==> config.mk <==
export PLATFORM = sky130hd
export DESIGN_NAME = shift_seq
export DESIGN_NICKNAME = d
export VERILOG_FILES = /design/src/rtl/shift_seq.sv
export SDC_FILE = /design/constraint.sdc
export NUM_CORES = 1
export LEC_CHECK = 0
export CORE_MARGIN = 3
export CORE_UTILIZATION = 30
export DETAILED_ROUTE_END_ITERATION = 10
export PLACE_DENSITY = 0.58
export SKIP_LAST_GASP = 1
export SYNTH_ARGS = -nofsm -noshare
export SYNTH_HDL_FRONTEND = slang
export SYNTH_SLANG_ARGS = --single-unit
==> constraint.sdc <==
create_clock -name clk -period 2.9 [get_ports clk]
set_input_delay 0.725 -clock clk [delete_from_list [all_inputs] [get_ports clk]]
set_output_delay 0.725 -clock clk [all_outputs]
set_load 0.005 [all_outputs]
==> src/rtl/shift_seq.sv <==
// rtl/shift_seq.sv - multi-cycle shift/rotate engine with valid/ready request and response channels
// SHIFT_SEQ_STEP4_EN: move up to four bits per SHIFT edge instead of one.
module shift_seq #(
    parameter int WIDTH = 8,
    parameter int AMT_W = 3
) (
    input  logic             clk,
    input  logic             rst,
    input  logic             in_valid,
    output logic             in_ready,
    input  logic [WIDTH-1:0] in_vector,
    input  logic [2:0]       in_op,
    input  logic [AMT_W-1:0] in_amt,
    output logic             out_valid,
    input  logic             out_ready,
    output logic [WIDTH-1:0] out_result,
    output logic             out_err
);

    typedef enum logic [1:0] {
        S_IDLE  = 2'd0,
        S_SHIFT = 2'd1,
        S_DONE  = 2'd2
    } state_t;

    localparam logic [2:0] OP_LSL = 3'd0;
    localparam logic [2:0] OP_LSR = 3'd1;
    localparam logic [2:0] OP_ASR = 3'd2;
    localparam logic [2:0] OP_ROL = 3'd3;
    localparam logic [2:0] OP_ROR = 3'd4;

    state_t           state_q, state_d;
    logic [WIDTH-1:0] work_q, work_d;
    logic [2:0]       op_q, op_d;
    logic [AMT_W-1:0] cnt_q, cnt_d;
    logic             err_q, err_d;
    logic [WIDTH-1:0] stepped;

    // One-bit step of the latched operation; illegal codes never reach SHIFT.
    function automatic logic [WIDTH-1:0] step1(input logic [WIDTH-1:0] v, input logic [2:0] op);
        logic [WIDTH-1:0] r;
        case (op)
            OP_LSL:  r = {v[WIDTH-2:0], 1'b0};
            OP_LSR:  r = {1'b0, v[WIDTH-1:1]};
            OP_ASR:  r = {v[WIDTH-1], v[WIDTH-1:1]};
            OP_ROL:  r = {v[WIDTH-2:0], v[WIDTH-1]};
            OP_ROR:  r = {v[0], v[WIDTH-1:1]};
            default: r = v;
        endcase
        return r;
    endfunction

    always_comb begin
        state_d = state_q;
        work_d  = work_q;
        op_d    = op_q;
        cnt_d   = cnt_q;
        err_d   = err_q;
        stepped = work_q;
        case (state_q)
            S_IDLE: begin
                if (in_valid) begin
                    work_d = in_vector;
                    op_d   = in_op;
                    cnt_d  = in_amt;
                    if (in_op > OP_ROR) begin
                        err_d   = 1'b1;
                        state_d = S_DONE;
                    end else if (in_amt == '0) begin
                        err_d   = 1'b0;
                        state_d = S_DONE;
                    end else begin
                        err_d   = 1'b0;
                        state_d = S_SHIFT;
                    end
                end
            end
            S_SHIFT: begin
`ifdef SHIFT_SEQ_STEP4_EN
                // Chain of four single-bit steps, each gated by the remaining count.
                for (int i = 0; i < 4; i++) begin
                    if (i < int'(cnt_q)) begin
                        stepped = step1(stepped, op_q);
                    end
                end
                cnt_d = (int'(cnt_q) > 4) ? cnt_q - AMT_W'(4) : '0;
`else
                stepped = step1(work_q, op_q);
                cnt_d   = cnt_q - AMT_W'(1);
`endif
                work_d = stepped;
                if (cnt_d == '0) begin
                    state_d = S_DONE;
                end
            end
            S_DONE: begin
                if (out_ready) begin
                    state_d = S_IDLE;
                end
            end
            default: state_d = S_IDLE;
        endcase
    end

    always_ff @(posedge clk or posedge rst) begin
        if (rst) begin
            state_q <= S_IDLE;
            work_q  <= '0;
            op_q    <= '0;
            cnt_q   <= '0;
            err_q   <= 1'b0;
        end else begin
            state_q <= state_d;
            work_q  <= work_d;
            op_q    <= op_d;
            cnt_q   <= cnt_d;
            err_q   <= err_d;
        end
    end

    assign in_ready   = (state_q == S_IDLE);
    assign out_valid  = (state_q == S_DONE);
    assign out_result = work_q;
    assign out_err    = err_q;

endmodule

Word level (Yosys, flattened, before mapping)
Cells that the tools add are included.
Widths: inputs -> output; s select.
{"block": "word_totals", "mem_bits_ro": 0, "input_bits": 18, "ff_bits": 17, "ramBits": 0, "output_inout_bits": 11, "latchBits": 0, "memories": 0}
{"block": "classes", "reduce_logical": 10, "shifts": 0, "add_sub_neg": 1, "n_lt_le_gt_ge": 1, "n_mul": 0, "div": 0, "mux": 12, "n_eq_ne": 12, "n_bitwise": 0}
{"operator": "$pmux 8 s5", "count": 1}
{"operator": "$pmux 8 s2", "count": 1}
{"operator": "$mux 2", "count": 5}
{"operator": "$logic_not 3->1", "count": 3}
{"operator": "$mux 8", "count": 1}
{"operator": "$eq 3x2->1 const B", "count": 2}
{"operator": "$ne 2x2->1 const B", "count": 3}
{"operator": "$ne 6x1->1 const B", "count": 1}
{"operator": "$pmux 2 s3", "count": 1}
{"operator": "$pmux 3 s2", "count": 1}
{"operator": "$reduce_and 3->1", "count": 2}
{"operator": "$ne 5x1->1 const B", "count": 1}
{"operator": "$reduce_and 2->1", "count": 2}
{"operator": "$reduce_and 4->1", "count": 1}
{"operator": "$eq 3x1->1 const B", "count": 1}
{"operator": "$eq 3x3->1 const B", "count": 1}
{"operator": "$gt 3x3->1 const B", "count": 1}
{"operator": "$mux 3", "count": 1}
{"operator": "$sub 3x1->3 const B", "count": 1}
{"operator": "$eq 2x1->1 const B", "count": 1}
{"operator": "$eq 2x2->1 const B", "count": 1}
{"operator": "$logic_not 2->1", "count": 1}
{"operator": "$ne 2x1->1 const B", "count": 1}
{"operator": "$reduce_bool 2->1", "count": 1}
{"operator": "$mux 1", "count": 1}

Logic depth before layout (Yosys ltp)
{"block": "logic_depth", "word_depth": 5, "ltp_mapped": 6}

Worst setup path before layout
No wires, ideal clock.
{"block": "synth_timing", "path_type": "input to register", "from": "input in_valid", "to": "register work_q[4], in the netlist out_result[4]", "arrival_ns": 1.526, "setup_time_ns": 0.137, "required_time_ns": 2.763, "cell_stages": 5, "slack_ns": 1.237, "cell_sequence": "o21bai_1 o21bai_2 buf_6 a222oi_1 o31ai_1"}
{"block": "synth_between", "elab_chain_len": 2}
{"item": "from (decl)", "line": "9", "rtl": "input logic in_valid,"}
{"item": "$ne 2x2->1 (no line)"}
{"item": "$reduce_and 3->1 (no line)"}
{"item": "to (signal assigned)", "line": "114", "rtl": "work_q <= work_d;"}
{"item": "to (decl)", "line": "33", "rtl": "logic [WIDTH-1:0] work_q, work_d;"}
No other way between the ends.
A chain may end at the register's enable or synchronous reset.

Final worst setup path
{"block": "layout_timing", "from": "register state_q[0]", "to": "output out_valid"}
{"block": "layout_between", "elab_chain_len": 1}
{"item": "from (decl)", "line": "32", "rtl": "state_t state_q, state_d;"}
{"item": "from (signal assigned)", "line": "113", "rtl": "state_q <= state_d;"}
{"item": "$eq 2x2->1", "line": "122", "rtl": "assign out_valid = (state_q == S_DONE);"}
{"item": "to (decl)", "line": "14", "rtl": "output logic out_valid,"}
No other way between the ends.

==> reports/results.tsv <==
stage	metric	value	unit
status	status	completed	
global_route	antenna_found_initial	0	
placed_design	place_hpwl	1.93	mm
synth	ys_warn_count	0	
clock_tree	clkTransAtPathRegs	0.07	ns
drt	drtAntennaViolNets	0	
sta	post-route-min-period	2.21	ns
synth	synth.distinct_cells	37	
sta	final.setup.tns	0	ns
sta	finalSetupViolations	0	
global_route	grt.total_usage	0.130	
sta	tightestPinTransition	0.662	ns
drt	drt-total-wl	2.60	mm
critical_path	critPathLaunchType	flop	
clock_tree	cts_setup_buffers	0	
drt	vias_per_cell	5.21	
cells_and_area	drive_above_1_share	0.0541	
clock_tree	clock_latency	0.25	ns
clock_tree	hold_buffers	0	
clock_tree	tritoncts	built	
synth	synth_area	0.00110	mm^2
drt	wl_per_cell	13.4	um
synth	synth_cells	122	
synth	synth_seq_cells	17	
hold_path	hold_path.class	reg -> reg	
critical_path	cp-end-kind	output pin	
hold_path	min_to	out_err$_DFFE_PP0P_	
clock_tree	cts_sinks	17	
placed_design	io_buffers	28	
global_route	grt_pass1_wl	4.40	mm
placed_design	globalplace.congestion	0.826	
global_route	grt_pass1_vias	921	
power_and_ir_drop	p_leak	0.607	nW
critical_path	reg2reg_from	op_q[0]$_DFFE_PP0P_	
drt	dr_total_vias	1011	
cells_and_area	area_growth	31.1	%
floorplan	dieArea	0.00444	mm^2
synth	synth_fp_nets	142	
floorplan	rows	21	
sta	fin_crit_sh	0.763	
hold_path	hold_start	out_err$_DFFE_PP0P_	
sta	fin_skew	0.00423	ns
global_route	grt_start_max_net_pins	18	
drt	drt_iter0_markers	63	
sta	finalHoldViolations	0	
synth	ys_async_sr_fraction	1.00	
critical_path	r2r-end	out_result[2]$_DFFE_PP0P_	
cells_and_area	diodes	0	
sta	finalWorstSetupSlack	0.688	ns
global_route	grt-ovfl-total	0	
drt	drc	0	
floorplan	ios	29	
floorplan	die_w	66.6	um
global_route	use_met2	0.215	
sta	rsz0062_at_grt	false	
synth	ys_seq_area_frac	0.386	
global_route	grt_util_met3	0.0371	
sta	holdWs	0.500	ns
power_and_ir_drop	vdd_drop_max	508	uV
power_and_ir_drop	power.density	1100	mW/mm^2
critical_path	critical_path_class	reg -> out	
critical_path	cp_max_fo	13	
clock_tree	cts_buffers	3	
placed_design	place_worst_setup_slack	0.584	ns
global_route	grtUsageMet1	0.166	
sta	fmax	452	MHz
sta	max_slew_margin	0.558	
clock_tree	cts_buffer_depth	2	
floorplan	initial_core_util	0.320	
synth	synth.avg_cell_area	9.04	um^2
clock_tree	htree_levels	1	
critical_path	cp.arrival	1.49	ns
critical_path	critPathRequiredTime	2.17	ns
floorplan	dieHeight	66.6	um
clock_tree	root_buffer	clkbuf_8	
drt	first_pass_iters	5	
critical_path	r2r_cells	4	
clock_tree	ctsResizeCount	0	
synth	synth_edf_count	0	
global_route	busiest_layer	met2	
critical_path	reg2reg_slack	1.05	ns
sta	drv_slew	0	
power_and_ir_drop	power.total	1.59	mW
synth	synth_ff_type	dfrtp_1	
floorplan	core_area	0.00344	mm^2
job	max_cap_violations	0	
hold_path	min_path_cells	2	
cells_and_area	fin_nets	169	
==> area by class of cell <==
type	instances	area (um^2)
Fill cell	338	2000
Multi-Input combinational cell	94	617
Sequential cell	17	425
Timing Repair Buffer	28	280
Tap cell	46	57.6
Clock buffer	3	41.3
Inverter	5	18.8
Clock inverter	1	5.00
==> stage by stage <==
stage                     utilization  cells  instance area (um^2)
final                           0.420    194                  1450
after CTS                       0.420    194                  1450
after detailed placement        0.406    190                  1400
after global placement          0.406    190                  1400
after global routing            0.420    194                  1450
after floorplan                     -    122                  1100
==> flip-flops by register name (all words and copies together) (netlist names) <==
signal and count:
op_q 3, cnt_q 3, out_result 8, out_err 1
state_q 2
==> report_power, final <==
part           internal [mW]  leakage [nW]  switching [mW]
combinational          0.469         0.373           0.390
clock                 0.0954        0.0255          0.0863
sequential             0.354         0.209           0.198
==> kinds of logic after synthesis <==
kind of cell / after synthesis / synth area share
compound gates: 36 / 0.241
xor+xnor: 3 / 0.0238
fa+ha+maj: 2 / 0.0227
buf+inv: 11 / 0.0545
flops: 17 / 0.386
mux: 8 / 0.0726
simple gates: 45 / 0.200
==> Yosys cell counts, types with 3 or more instances <==
cell	n	area [um^2]
dfrtp_1	17	425
nand2_1	17	63.8
nor2_1	11	41.3
mux2i_1	8	80.1
a21oi_1	6	30.0
inv_1	5	18.8
a211oi_1	4	30.0
o31ai_1	4	30.0
a221o_1	3	30.0
a222oi_1	3	30.0
buf_2	3	15.0
nand3_1	3	15.0
nor3_1	3	15.0
o211ai_1	3	22.5
o21ai_0	3	15.0
xnor2_1	3	26.3
==> per-layer routing <==
layer,share of wire,vias up,wire (um)
met5,0,-,0
met4,0.0073,0,19
met3,0.062,4,161
met2,0.48,35,1240
met1,0.45,471,1180
li1,-,501,-
==> worst max-delay path: stages (launching register included) <==
cell             delay (ns)
dfrtp_1                0.52
nor2b_1                0.20
clkdlybuf4s50_1        0.52
==> worst max-delay path by stage <==
| stage | start | to | cells after the start |
|---|---|---|---|
| 2_1_floorplan | in_valid | out_result[4]$_DFFE_PP0P_ | 5 |
| 3_3_place_gp | in_valid | out_result[4]$_DFFE_PP0P_ | 5 |
| 3_5_place_dp | in_valid | out_result[4]$_DFFE_PP0P_ | 5 |
| 4_1_cts | state_q[0]$_DFFE_PP0P_ | out_valid | 2 |
| 5_1_grt | state_q[0]$_DFFE_PP0P_ | in_ready | 2 |
| 6_report | state_q[0]$_DFFE_PP0P_ | out_valid | 2 |
==> placed cells by master (no fill, tap or decap), types with 4 or more instances in the layout <==
cell	Yosys	routed
a211oi_1	4	4
a21oi_1	6	6
clkdlybuf4s50_1	0	28
dfrtp_1	17	17
inv_1	5	5
mux2i_1	8	8
nand2_1	17	17
nor2_1	11	11
o31ai_1	4	4
Note: power is estimated with default switching activity, not from simulation.
